### src/rtl/rgb888_to_ycbcr422_if.sv
// Video bus between the pixel source, the colour converter and the ADV7511 pins.
// Signal names match the original converter ports.
interface rgb888_to_ycbcr422_if;
  logic        in_de;
  logic        in_hsync;
  logic        in_vsync;
  logic [7:0]  in_r;
  logic [7:0]  in_g;
  logic [7:0]  in_b;
  logic        out_de;
  logic        out_hsync;
  logic        out_vsync;
  logic [15:0] color_out;

  modport master (
    output in_de, in_hsync, in_vsync, in_r, in_g, in_b,
    input  out_de, out_hsync, out_vsync, color_out
  );

  modport slave (
    input  in_de, in_hsync, in_vsync, in_r, in_g, in_b,
    output out_de, out_hsync, out_vsync, color_out
  );
endinterface

### src/rtl/rgb888_to_ycbcr422.sv
// RGB888 -> BT.601 limited-range YCbCr 4:2:2. Five register stages;
// DE/HSYNC/VSYNC travel alongside the pixel in a matching shift register.
module rgb888_to_ycbcr422 #(
  parameter bit CHROMA_AVG = 1'b1
) (
  input  logic                  clk_in,
  input  logic                  reset,
  rgb888_to_ycbcr422_if.slave   vid
);

  typedef logic signed [17:0] s18_t;

  function automatic logic [7:0] clamp(input s18_t v, input s18_t lo, input s18_t hi);
    if (v < lo)      return 8'(lo);
    else if (v > hi) return 8'(hi);
    else             return 8'(v);
  endfunction

  function automatic logic [7:0] avg(input logic [7:0] a, input logic [7:0] b);
    return 8'(({1'b0, a} + {1'b0, b} + 9'd1) >> 1);
  endfunction

  // ctl[i] = {vsync, hsync, de} at stage i+1; ctl[2] is S3, ctl[3] is S4, ctl[4] drives the pins
  logic [2:0]  ctl [5];

  logic [7:0]  r1, g1, b1;
  s18_t        p_yr, p_yg, p_yb, p_br, p_bg, p_bb, p_rr, p_rg, p_rb;
  s18_t        sum_y, sum_cb, sum_cr;
  logic [7:0]  y3, cb3, cr3;
  logic [7:0]  y4, cb4, cr4;
  logic [7:0]  cr_prev;
  logic        phase;
  logic [7:0]  chroma;
  logic [15:0] color_q;

  always_ff @(posedge clk_in) begin
    if (reset) begin
      for (int unsigned i = 0; i < 5; i++) ctl[i] <= '0;
    end else begin
      ctl[0] <= {vid.in_vsync, vid.in_hsync, vid.in_de};
      for (int unsigned i = 1; i < 5; i++) ctl[i] <= ctl[i-1];
    end
  end

  always_comb begin
    sum_y  = p_yr + p_yg + p_yb + 18'sd128;
    sum_cb = p_bb - p_br - p_bg + 18'sd128;
    sum_cr = p_rr - p_rg - p_rb + 18'sd128;
  end

  always_ff @(posedge clk_in) begin
    if (reset) begin
      r1 <= '0; g1 <= '0; b1 <= '0;
      p_yr <= '0; p_yg <= '0; p_yb <= '0;
      p_br <= '0; p_bg <= '0; p_bb <= '0;
      p_rr <= '0; p_rg <= '0; p_rb <= '0;
      y3 <= '0; cb3 <= '0; cr3 <= '0;
      y4 <= '0; cb4 <= '0; cr4 <= '0;
    end else begin
      r1 <= vid.in_r;
      g1 <= vid.in_g;
      b1 <= vid.in_b;
      // products kept as positive magnitudes; signs are applied in the sums
      p_yr <= $signed({10'd0, r1}) * 18'sd66;
      p_yg <= $signed({10'd0, g1}) * 18'sd129;
      p_yb <= $signed({10'd0, b1}) * 18'sd25;
      p_br <= $signed({10'd0, r1}) * 18'sd38;
      p_bg <= $signed({10'd0, g1}) * 18'sd74;
      p_bb <= $signed({10'd0, b1}) * 18'sd112;
      p_rr <= $signed({10'd0, r1}) * 18'sd112;
      p_rg <= $signed({10'd0, g1}) * 18'sd94;
      p_rb <= $signed({10'd0, b1}) * 18'sd18;
      y3  <= clamp(18'sd16  + (sum_y  >>> 8), 18'sd16, 18'sd235);
      cb3 <= clamp(18'sd128 + (sum_cb >>> 8), 18'sd16, 18'sd240);
      cr3 <= clamp(18'sd128 + (sum_cr >>> 8), 18'sd16, 18'sd240);
      y4  <= y3;
      cb4 <= cb3;
      cr4 <= cr3;
    end
  end

  // S4 holds pixel n while S3 already carries pixel n+1, giving the even pixel its partner
  always_comb begin
    chroma = cb4;
    if (!phase) begin
      if (CHROMA_AVG && ctl[2][0]) chroma = avg(cb4, cb3);
    end else begin
      chroma = CHROMA_AVG ? avg(cr_prev, cr4) : cr4;
    end
  end

  always_ff @(posedge clk_in) begin
    if (reset) begin
      phase   <= 1'b0;
      cr_prev <= '0;
      color_q <= 16'h1080;
    end else begin
      phase   <= ctl[3][0] ? ~phase : 1'b0;
      cr_prev <= cr4;
      color_q <= ctl[3][0] ? {y4, chroma} : 16'h1080;
    end
  end

  assign vid.out_de    = ctl[4][0];
  assign vid.out_hsync = ctl[4][1];
  assign vid.out_vsync = ctl[4][2];
  assign vid.color_out = color_q;

endmodule

### src/flat_wrapper.sv
// flat-port wrapper written by rule: the top's interface ports become plain ports
module rgb888_to_ycbcr422_flat 
#(
  parameter bit CHROMA_AVG = 1'b1
)
  (clk_in, reset, vid_in_de, vid_in_hsync, vid_in_vsync, vid_in_r, vid_in_g, vid_in_b, vid_out_de, vid_out_hsync, vid_out_vsync, vid_color_out);
  rgb888_to_ycbcr422_if vid_i ();
  input  logic clk_in;
  input  logic reset;
  input wire logic [$bits(vid_i.in_de)-1:0] vid_in_de;
  input wire logic [$bits(vid_i.in_hsync)-1:0] vid_in_hsync;
  input wire logic [$bits(vid_i.in_vsync)-1:0] vid_in_vsync;
  input wire logic [$bits(vid_i.in_r)-1:0] vid_in_r;
  input wire logic [$bits(vid_i.in_g)-1:0] vid_in_g;
  input wire logic [$bits(vid_i.in_b)-1:0] vid_in_b;
  output wire logic [$bits(vid_i.out_de)-1:0] vid_out_de;
  output wire logic [$bits(vid_i.out_hsync)-1:0] vid_out_hsync;
  output wire logic [$bits(vid_i.out_vsync)-1:0] vid_out_vsync;
  output wire logic [$bits(vid_i.color_out)-1:0] vid_color_out;
  assign vid_i.in_de = vid_in_de;
  assign vid_i.in_hsync = vid_in_hsync;
  assign vid_i.in_vsync = vid_in_vsync;
  assign vid_i.in_r = vid_in_r;
  assign vid_i.in_g = vid_in_g;
  assign vid_i.in_b = vid_in_b;
  assign vid_out_de = vid_i.out_de;
  assign vid_out_hsync = vid_i.out_hsync;
  assign vid_out_vsync = vid_i.out_vsync;
  assign vid_color_out = vid_i.color_out;
  rgb888_to_ycbcr422 #(.CHROMA_AVG(CHROMA_AVG)) u_core (.clk_in(clk_in), .reset(reset), .vid(vid_i));
endmodule
### config.mk
export PLATFORM = sky130hd
export DESIGN_NAME = rgb888_to_ycbcr422_flat
export DESIGN_NICKNAME = d
export VERILOG_FILES = /design/src/rtl/rgb888_to_ycbcr422_if.sv /design/src/rtl/rgb888_to_ycbcr422.sv /design/src/flat_wrapper.sv
export SDC_FILE = /design/constraint.sdc
export NUM_CORES = 1
export LEC_CHECK = 0
export ABC_AREA = 0
export BUFFER_PORTS_ARGS = -buffer_cell sky130_fd_sc_hd__buf_2
export CORE_ASPECT_RATIO = 1.25
export CORE_MARGIN = 4
export CORE_UTILIZATION = 50
export CTS_CLUSTER_SIZE = 30
export DETAILED_ROUTE_END_ITERATION = 7
export PLACE_DENSITY_LB_ADDON = 0.12
export SYNTH_ARGS = -nofsm -noshare
export SYNTH_HDL_FRONTEND = slang
export SYNTH_SLANG_ARGS = --single-unit
### constraint.sdc
create_clock -name clk_in -period 5.3 [get_ports clk_in]
set_clock_uncertainty 0.2 [all_clocks]
set_input_delay 1.325 -clock clk_in [delete_from_list [all_inputs] [get_ports clk_in]]
set_output_delay 1.325 -clock clk_in [all_outputs]
set_load 0.01 [all_outputs]
==> impl_results.md <==
- Final hold vios: 0
- Synth Area in Simple Gates: 13.4%
- Iteration-0 DRC Markers: 409
- Critical Path Fanout Max: 6
- First-pass GRT wire length: 48,900 um
- Total gr overflow: 0
- Ant diodes: 0
- Final setup fails: 0
- Final wirelength: 28,700 um
- Synthesized area: 14,500 um^2
- Initial Util: 50.9%
- Adder-cell share of the synthesized area: 32.2%
- Final instance area: 16,000 um^2
- Number of global-route vias before repair: 10.1k
- CTS Hold Bufs: 0
- Post-synth EDFFs: 0
- Syn Nets: 1,863
- Wire length per cell: 14.9 um
- Synth cell count leaders: 247 x ha_1, 232 x inv_1, 219 x dfxtp_1
- CTS H-tree depth: 1
- Pin count of the biggest net entering global routing: 183
- Worst min path class: reg -> reg
- WHS: 206 ps
- Port-buffer cells: 47
- Clock Latency Late Sink: 520 ps
- Startpoint types: flip-flop
- Core Area: 28,500 um^2
- Maxcap violations: 0
- Seq pwr share: 29.7%
- Worst slew pin tran: 842 ps
- Power density over the cells: 408 nW/um^2
- Placed cell area: 15,100 um^2
- Seq/Total Area, Yosys: 30.2%
- Top cell type by total area after synthesis: dfxtp_1
- Total clock sinks: 219
- Multi-input gate area: 9150 um^2
- Max VDD drop: 0.300 mV
- Synth Area in XOR/XNOR: 4.83%
- Fillers: 2,571
- Tmin final: 4760 ps
- Power share of the combinational group: 44.0%
- RSZ-0062 raised after global routing: false
- Complex-gate fraction of the synthesized area: 12.1%
- CTS tree: done
- PostCTS Resize Cnt: 0
- Setup TNS: 0 ps
- Fraction of synthesized area in multiplexers: 0.509%
- GPL Wtd Cong: 0.827
- Die area: 31,800 um^2
- Crit path DAT: 5010 ps
- Cts bufs inserted: 23
- Crit Path Class: reg -> reg
- Root Buffer: clkbuf_16
- Sequential cell area: 4380 um^2
- Initial antenna violation count: 0
- Internal: 4090 uW
- Post-synth ARST share: 0%
- Die Y: 198 um
- Relative slew slack: 43.9%
- Synth Area per Inst: 9.62 um^2
- Ports: 48
- Pins Over Slew Limit: 0
- Switching power total: 2420 uW
- Syn Inst Count: 1,508
- # rows: 69
- Yosys cell types: 74
- Clk buf depth: 3
- DRT antenna net count: 0
- Status: finished clean
- Fin crit share: 89.9%
- P_leak: 0.00799 uW
- DR pass1 iterations: 5
- Count leader, synth: ha_1
- Largest family of logic cells by synthesized area: adder cells
- Crit. End Element: flip-flop
- CP Data Required Time: 5550 ps
- Flop-to-flop setup slack: 540 ps
- Predominant post-synthesis flop cell: dfxtp_1
- Layout area overhead: 9.99%
- Clk pwr share: 26.3%
- Top-area cell type share of the netlist area: 30.2%
- Fmax: 210 MHz
- Post-CTS setup buffers: 0
- Final HPWL DP: 23,000 um
- DRC viols: 0
- Routed vias: 9,855
- Area contributors post-synth: dfxtp_1 30%, ha_1 21%, fa_1 11%, inv_1 6.0%, nor2b_1 5.3%
- #FFs+latches synth: 219
- Ys Warns: 0
- Die W: 160 um
- Via density: 5.11
- # nets final: 1,912
- CTS clk-pin slew, worst paths: 70 ps
- Share of cells above drive strength 1: 7.94%
- Total GRT Usage: 18.7%
- Switching share of total power: 37.2%
[area by class of cell]
type | count | area share (%)
multi-input cells | 1028 | 57.3
flip-flops and latches | 219 | 27.5
clock buffers | 30 | 4.15
clock inverters | 12 | 0.964
repair buffers | 53 | 1.87
well taps | 355 | 2.78
inverters | 232 | 5.45
[critical path: stages (launching register included)]
cell and delay [ps]:
dfxtp_1 320, inv_1 50, fa_1 450, ha_1 310, ha_1 370, a21o_1 260
a21o_1 200, a21oi_2 190, o21ai_0 180, a31oi_1 430, xnor2_1 260, ha_1 350
or4b_1 530, o211ai_2 260, nand2b_1 160, nor3_1 180
[metal layers]
layer | global-route usage, % | share of wire [%]
met3 | 1.99 | 3.0
met4 | 5.80 | 3.1
met1 | 23.5 | 45
met2 | 33.9 | 49
met5 | 0 | 0
[layout by cell type, fill, tap and decap left out, types with 7 or more instances in the layout]
| master | Yosys | routed |
|---|---|---|
| a211oi_1 | 13 | 13 |
| a21o_1 | 35 | 35 |
| a21oi_1 | 82 | 82 |
| a31oi_1 | 14 | 14 |
| and2_1 | 10 | 10 |
| and3_1 | 7 | 7 |
| buf_2 | 0 | 46 |
| clkbuf_16 | 0 | 23 |
| dfxtp_1 | 219 | 219 |
| fa_1 | 79 | 79 |
| ha_1 | 247 | 247 |
| inv_1 | 232 | 232 |
| nand2_1 | 36 | 36 |
| nand2b_1 | 11 | 11 |
| nand3_1 | 11 | 11 |
| nand3b_1 | 7 | 7 |
| nor2_1 | 98 | 98 |
| nor2b_1 | 123 | 123 |
| nor3_1 | 18 | 18 |
| nor3b_1 | 7 | 7 |
| o21a_1 | 7 | 7 |
| o21ai_0 | 27 | 27 |
| o21bai_1 | 25 | 25 |
| or2_2 | 10 | 10 |
| xnor2_1 | 63 | 63 |
| xor2_1 | 17 | 17 |
[power by group through the flow]
stage | Clock, uW | Combinational [uW] | Sequential (uW)
after floorplan | 0 | 2260 | 1940
after CTS | 1760 | 2890 | 1940
final | 1710 | 2870 | 1930
after global placement | 0 | 2820 | 1970
after detailed placement | 0 | 2860 | 1970
after global routing | 1820 | 3300 | 1950
[flip-flops by register name, summed over array words and instances, names as in the netlist, 9 cells and up]
register,flops
u_core.p_yg,16
u_core.vid.color_out,16
u_core.ctl,15
u_core.p_yr,14
u_core.p_rg,13
u_core.p_yb,13
u_core.p_bg,12
u_core.p_br,12
u_core.p_bb,10
u_core.p_rr,9
[kinds of logic (layout without fill, tap and decap cells)]
logic type	Yosys count	count (layout)
adder cells (fa/ha/maj)	326	326
buffers and inverters	261	327
AND/OR/NAND/NOR	361	361
flip-flops	219	219
AO/OA/AOI/OAI	254	254
XOR/XNOR	80	80
multiplexers	7	7
[per-stage QoR]
step / util, % / power, uW / setup slack, ps / std cells
floorplan: - / 4200 / 973 / 1508
global placement: 53.2 / 4790 / 729 / 1887
detailed placement: 53.2 / 4830 / 563 / 1887
CTS: 56.0 / 6590 / 553 / 1929
global route: 56.0 / 7070 / 224 / 1929
finish: 56.0 / 6520 / 536 / 1929
[final timing paths]
path | from | endpoint | depth (start not counted)
worst max-delay path | u_core.p_bg[10] | u_core.cb3[0] | 15
worst min-delay path | u_core.y4[4] | u_core.vid.color_out[12] | 1
worst max register to register | u_core.p_bg[10] | u_core.cb3[0] | 15
worst min register to register | u_core.y4[4] | u_core.vid.color_out[12] | 1
Note: power is estimated with default switching activity, not from simulation.
